`src/rtl/mult_arbiter.sv`:
```
// Round-robin arbiter/sequencer sharing one shift-add multiplier between two requesters,
// with a watchdog that aborts a transaction whose Done never arrives.
module mult_arbiter #(
  parameter int unsigned WIDTH   = 16,
  parameter int unsigned TIMEOUT = 64
) (
  input  logic               Clk,
  input  logic               Rst,
  input  logic               Req0,
  input  logic               Req1,
  input  logic [WIDTH-1:0]   A0,
  input  logic [WIDTH-1:0]   B0,
  input  logic [WIDTH-1:0]   A1,
  input  logic [WIDTH-1:0]   B1,
  output logic               Gnt0,
  output logic               Gnt1,
  output logic               Rdy0,
  output logic               Rdy1,
  output logic               Err,
  output logic [2*WIDTH-1:0] Prod,
  output logic               Busy,
  output logic               Mul_St,
  output logic [WIDTH-1:0]   Mul_A,
  output logic [WIDTH-1:0]   Mul_B,
  input  logic               Mul_Idle,
  input  logic               Mul_Done,
  input  logic [2*WIDTH-1:0] Mul_Prod
);

  localparam int unsigned TimerW = (TIMEOUT > 1) ? $clog2(TIMEOUT) : 1;
  localparam logic [TimerW-1:0] TimerMax = TimerW'(TIMEOUT - 1);

  typedef enum logic [1:0] {StIdle, StIssue, StWait, StDone} state_e;

  state_e              state_q, state_d;
  logic                owner_q, owner_d;
  logic                last_q, last_d;
  logic [TimerW-1:0]   timer_q, timer_d;
  logic                gnt0_q, gnt0_d, gnt1_q, gnt1_d;
  logic                rdy0_q, rdy0_d, rdy1_q, rdy1_d;
  logic                err_q, err_d;
  logic                busy_q, busy_d;
  logic                mul_st_q, mul_st_d;
  logic [WIDTH-1:0]    mul_a_q, mul_a_d, mul_b_q, mul_b_d;
  logic [2*WIDTH-1:0]  prod_q, prod_d;
  logic                win;

  always_comb begin
    state_d  = state_q;
    owner_d  = owner_q;
    last_d   = last_q;
    timer_d  = timer_q;
    gnt0_d   = gnt0_q;
    gnt1_d   = gnt1_q;
    rdy0_d   = rdy0_q;
    rdy1_d   = rdy1_q;
    err_d    = err_q;
    busy_d   = busy_q;
    mul_st_d = mul_st_q;
    mul_a_d  = mul_a_q;
    mul_b_d  = mul_b_q;
    prod_d   = prod_q;
    // Contention goes to whoever was not served last.
    win      = (Req0 & Req1) ? ~last_q : Req1;

    unique case (state_q)
      StIdle: begin
        if ((Req0 | Req1) & Mul_Idle) begin
          owner_d  = win;
          mul_a_d  = win ? A1 : A0;
          mul_b_d  = win ? B1 : B0;
          gnt0_d   = ~win;
          gnt1_d   = win;
          mul_st_d = 1'b1;
          busy_d   = 1'b1;
          state_d  = StIssue;
        end
      end
      StIssue: begin
        gnt0_d   = 1'b0;
        gnt1_d   = 1'b0;
        mul_st_d = 1'b0;
        timer_d  = '0;
        state_d  = StWait;
      end
      StWait: begin
        if (Mul_Done) begin
          prod_d  = Mul_Prod;
          rdy0_d  = ~owner_q;
          rdy1_d  = owner_q;
          state_d = StDone;
        end else if (timer_q == TimerMax) begin
          err_d   = 1'b1;
          state_d = StDone;
        end else begin
          timer_d = timer_q + TimerW'(1);
        end
      end
      StDone: begin
        rdy0_d  = 1'b0;
        rdy1_d  = 1'b0;
        err_d   = 1'b0;
        busy_d  = 1'b0;
        last_d  = owner_q;
        state_d = StIdle;
      end
      default: state_d = StIdle;
    endcase
  end

  always_ff @(posedge Clk or posedge Rst) begin
    if (Rst) begin
      state_q  <= StIdle;
      owner_q  <= 1'b0;
      last_q   <= 1'b1;
      timer_q  <= '0;
      gnt0_q   <= 1'b0;
      gnt1_q   <= 1'b0;
      rdy0_q   <= 1'b0;
      rdy1_q   <= 1'b0;
      err_q    <= 1'b0;
      busy_q   <= 1'b0;
      mul_st_q <= 1'b0;
      mul_a_q  <= '0;
      mul_b_q  <= '0;
      prod_q   <= '0;
    end else begin
      state_q  <= state_d;
      owner_q  <= owner_d;
      last_q   <= last_d;
      timer_q  <= timer_d;
      gnt0_q   <= gnt0_d;
      gnt1_q   <= gnt1_d;
      rdy0_q   <= rdy0_d;
      rdy1_q   <= rdy1_d;
      err_q    <= err_d;
      busy_q   <= busy_d;
      mul_st_q <= mul_st_d;
      mul_a_q  <= mul_a_d;
      mul_b_q  <= mul_b_d;
      prod_q   <= prod_d;
    end
  end

  assign Gnt0   = gnt0_q;
  assign Gnt1   = gnt1_q;
  assign Rdy0   = rdy0_q;
  assign Rdy1   = rdy1_q;
  assign Err    = err_q;
  assign Busy   = busy_q;
  assign Mul_St = mul_st_q;
  assign Mul_A  = mul_a_q;
  assign Mul_B  = mul_b_q;
  assign Prod   = prod_q;

endmodule
```
`config.mk`:
```
export PLATFORM = sky130hd
export DESIGN_NAME = mult_arbiter
export DESIGN_NICKNAME = d
export VERILOG_FILES = /design/src/rtl/mult_arbiter.sv
export SDC_FILE = /design/constraint.sdc
export NUM_CORES = 1
export LEC_CHECK = 0
export CORE_ASPECT_RATIO = 0.75
export CORE_MARGIN = 5
export CORE_UTILIZATION = 37
export DETAILED_ROUTE_END_ITERATION = 8
export GPL_ROUTABILITY_DRIVEN = 0
export PLACE_DENSITY = 0.77
export SYNTH_ARGS = -nofsm -noshare
export SYNTH_HDL_FRONTEND = slang
export SYNTH_SLANG_ARGS = --single-unit
```
`constraint.sdc`:
```
create_clock -name Clk -period 2.62 [get_ports Clk]
set_input_delay 0.393 -clock Clk [delete_from_list [all_inputs] [get_ports Clk]]
set_output_delay 0.393 -clock Clk [all_outputs]
set_load 0.05 [all_outputs]
```
==> flow_summary.rst <==
.. list-table::
   :header-rows: 1

   * - Metric
     - Value
   * - Total length of routed wires
     - 9.50 mm
   * - Stage delay of the slowest cell on the critical path
     - 0.85 ns
   * - Crit path arrival time
     - 1.54 ns
   * - TritonCTS clock tree
     - yes
   * - Reported net switching power
     - 0.00351 W
   * - Detailed router's first-iteration violation count
     - 108
   * - Library cell contributing the largest single delay on the critical path
     - sky130_fd_sc_hd__clkdlybuf4s50_1
   * - Setup repair after global routing missed its margin
     - false
   * - Detailed-route DRC error count
     - 0
   * - Number of violations of the max-capacitance limit
     - 0
   * - Row cnt
     - 31
   * - Detailed-route via count
     - 2,886
   * - # resized after CTS
     - 0
   * - Worst hold path type
     - input pin to asynchronous set/reset pin
   * - Initial antenna violation count
     - 0
   * - Root buffer cell
     - sky130_fd_sc_hd__clkbuf_16
   * - Post-DR vias/cell
     - 4.75
   * - Yosys Warn Count
     - 0
   * - Number of max-slew violations in the final report
     - 0
   * - Avg Inst Size Synth
     - 12.0 um2
   * - Clock transition time at the flip-flop clock pins of the worst setup and hold paths
     - 0.06 ns
   * - Pint
     - 0.00413 W
   * - Family with the most delay on the worst path
     - buffers and inverters
   * - Sequential Power Share
     - 28.0%
   * - Mapped Nets
     - 407
   * - Total die area
     - 11,800 um2
   * - Global-route wire length before repair
     - 14.6 mm
   * - Worst-Skew Late Latency
     - 0.33 ns
   * - Most common library cell in the layout ignoring fill and taps
     - sky130_fd_sc_hd__clkdlybuf4s50_1
   * - Commonest cells after routing, fill and taps aside
     - sky130_fd_sc_hd__clkdlybuf4s50_1 (172), sky130_fd_sc_hd__dfrtp_1 (80), sky130_fd_sc_hd__nand2_1 (43)
   * - Via count of the first global-routing pass
     - 2,968
   * - Power after layout
     - 0.00763 W
   * - Power Dens Cells
     - 1320 nW/um2
   * - Flops & latches, synth
     - 81
   * - Leakage power
     - 2.50 nW
   * - Overflow left after global routing
     - 0
   * - Post-detail-place hpwl
     - 7.36 mm
   * - Cell area after synthesis
     - 3590 um2
   * - Post-CTS Hold Fix Bufs
     - 0
   * - Worst clock skew
     - 0.00515 ns
   * - Area added between synthesis and finish
     - 60.8%
   * - Fraction of power consumed by the clock network
     - 16.4%
   * - Final sum of negative setup slack
     - 0 ns
   * - I/O pin count
     - 173
   * - Maximum operating frequency
     - 517 MHz
   * - Worst-Margin Slew
     - 0.587 ns
   * - Final Hold Vio Count
     - 0
   * - Status
     - completed
   * - Relative max-transition margin
     - 60.8%
   * - Number of fill cells in the layout
     - 801
   * - Router iterations before antenna repair
     - 4
   * - Critical path startpoint category
     - flop
   * - Y dimension of the die
     - 95.3 um
   * - H-tree depth
     - 3
   * - Worst vdd rail ir drop
     - 0.000753 V
   * - Critical Path Sink Type
     - output port
   * - Time the final worst path needs with I/O delays and setup
     - 1.94 ns
   * - Overall Global Routing Usage
     - 15.7%
   * - Number of diodes
     - 0
   * - Fin area
     - 5770 um2
   * - Total of endpoints with negative setup slack in the final report
     - 0
   * - CP cell instances
     - clkdlybuf4s50_1
   * - Final standard cell count with taps included and fillers excluded
     - 608
   * - Clk buf depth
     - 2
   * - Setup Crit Path Kind
     - flop to output port
   * - Share of power burned in combinational logic
     - 55.6%
   * - Die X-Extent
     - 124 um
   * - Sequential cell area fraction in the yosys report
     - 56.5%
   * - IO buf count
     - 172
   * - Largest fanout on the critical path
     - 2
   * - Distinct cells, synth
     - 36
   * - Cts bufs inserted
     - 9
   * - Largest net degree at the start of global routing
     - 58
   * - Core footprint
     - 9580 um2
   * - Routed wirelength normalized by instance count
     - 15.6 um
   * - Final Net Count
     - 579
   * - Initial core utilization
     - 37.5%
   * - Placement-stage cell area
     - 5460 um2
   * - CP Data Required Time
     - 2.23 ns
   * - Number of nets still failing antenna checks after routing
     - 0
   * - Buffers plus inverters on the worst setup path
     - 1
   * - Number of instances in the synthesized netlist
     - 299
   * - Placed cell count
     - 592
   * - Switching part of the total
     - 45.9%
   * - Share of the clock period used by the worst path
     - 73.9%
   * - Number of buffers inserted to repair setup after CTS
     - 0
   * - Num Clock Sinks
     - 81
   * - Fraction of layout cells with a size suffix above 1
     - 10.1%
Yosys cell counts:
cell,n,share of area [%]
sky130_fd_sc_hd__mux2i_1,37,10
sky130_fd_sc_hd__o211a_1,1,0.28
sky130_fd_sc_hd__nor2b_1,1,0.17
sky130_fd_sc_hd__o21a_1,1,0.21
sky130_fd_sc_hd__clkbuf_1,3,0.31
sky130_fd_sc_hd__nor4_1,1,0.17
sky130_fd_sc_hd__a21oi_1,2,0.28
sky130_fd_sc_hd__o211ai_1,2,0.42
sky130_fd_sc_hd__dfrtp_1,80,56
sky130_fd_sc_hd__buf_4,2,0.42
sky130_fd_sc_hd__o311ai_0,1,0.24
sky130_fd_sc_hd__a2111oi_2,1,0.42
sky130_fd_sc_hd__o21ai_1,28,3.9
sky130_fd_sc_hd__nand3b_1,1,0.21
sky130_fd_sc_hd__inv_1,7,0.73
sky130_fd_sc_hd__mux2_2,23,7.2
sky130_fd_sc_hd__a311oi_1,1,0.24
sky130_fd_sc_hd__a21boi_0,1,0.21
sky130_fd_sc_hd__nor2_1,3,0.31
sky130_fd_sc_hd__and3_1,2,0.35
sky130_fd_sc_hd__a21o_1,2,0.42
sky130_fd_sc_hd__o31ai_1,1,0.21
sky130_fd_sc_hd__nor3_1,2,0.28
sky130_fd_sc_hd__dfstp_2,1,0.73
sky130_fd_sc_hd__mux2_1,11,3.5
sky130_fd_sc_hd__ha_1,6,2.1
sky130_fd_sc_hd__a21boi_1,1,0.21
sky130_fd_sc_hd__a22o_1,2,0.49
sky130_fd_sc_hd__a211o_1,1,0.24
sky130_fd_sc_hd__nand2_1,43,4.5
sky130_fd_sc_hd__buf_2,8,1.1
sky130_fd_sc_hd__nand2b_1,3,0.52
sky130_fd_sc_hd__or4_1,3,0.63
sky130_fd_sc_hd__o21ai_0,10,1.4
sky130_fd_sc_hd__nand3_1,4,0.56
sky130_fd_sc_hd__buf_6,3,0.94
power groups by stage:
| stage | registers, W | logic [W] | clock network, W |
|---|---|---|---|
| 2_1_floorplan | 0.00394 | 0.000988 | 0 |
| 3_3_place_gp | 0.00214 | 0.00420 | 0 |
| 3_5_place_dp | 0.00216 | 0.00429 | 0 |
| 4_1_cts | 0.00214 | 0.00429 | 0.00129 |
| 5_1_grt | 0.00221 | 0.00448 | 0.00135 |
| 6_report | 0.00214 | 0.00424 | 0.00125 |
logic make-up (layout without fill, tap and decap cells):
kind of cell	Yosys count	after routing	synth area share, %
multiplexers	71	71	21.0
flip-flops	81	81	56.5
AO/OA/AOI/OAI	55	55	9.17
AND/OR/NAND/NOR	63	63	7.71
buffers and inverters	23	200	3.52
adder cells (fa/ha/maj)	6	6	2.09
per-stage QoR:
stage	hold slack, ns	setup slack [ns]	util, %
after floorplan	0.468	0.149	-
after global placement	0.462	0.639	57.0
after detailed placement	0.470	0.609	57.0
after CTS	0.443	0.669	60.2
after global routing	0.493	0.629	60.2
final	0.436	0.685	60.2
path summary, 6_finish.rpt:
path / start / end / slack, ns / cells past startpoint
worst max-delay path: Gnt1$_DFFE_PP0P_ / Gnt1 / 0.68 / 1
worst min-delay path: Rst / Prod[28]$_DFFE_PP0P_ / 0.44 / 2
worst max register to register: state_q[0]$_DFFE_PP0P_ / timer_q[3]$_DFFE_PP0P_ / 0.76 / 5
worst min register to register: Rdy0$_DFFE_PP0P_ / Rdy0$_DFFE_PP0P_ / 0.48 / 2
max in group asynchronous: Rst / last_q$_DFFE_PP1P_ / 1.49 / 3
min in group Clk: Rdy0$_DFFE_PP0P_ / Rdy0$_DFFE_PP0P_ / 0.48 / 2
routing by layer:
| layer | track usage (%) | vias to the layer above | routed length, um |
|---|---|---|---|
| li1 | - | 1388 | - |
| met4 | 3.59 | 0 | 38 |
| met2 | 26.2 | 114 | 4750 |
| met3 | 6.17 | 4 | 946 |
| met1 | 19.2 | 1380 | 3770 |
| met5 | 0 | - | 0 |
state kept, by name, summed over array words and instances, names as in the netlist, 2 cells and up:
register	cells
Mul_A	16
state_q	2
timer_q	6
Mul_B	16
Prod	32
cell type report:
type | count | area, um2 | share of cell area (%)
clock buffers | 10 | 239 | 4.14
clock inverters | 6 | 67.6 | 1.17
inverters | 7 | 27.5 | 0.477
multi-input cells | 195 | 1450 | 25.0
flip-flops and latches | 81 | 2030 | 35.2
well taps | 132 | 165 | 2.86
repair buffers | 177 | 1800 | 31.1
No activity file was read; power rests on OpenSTA's default activity.
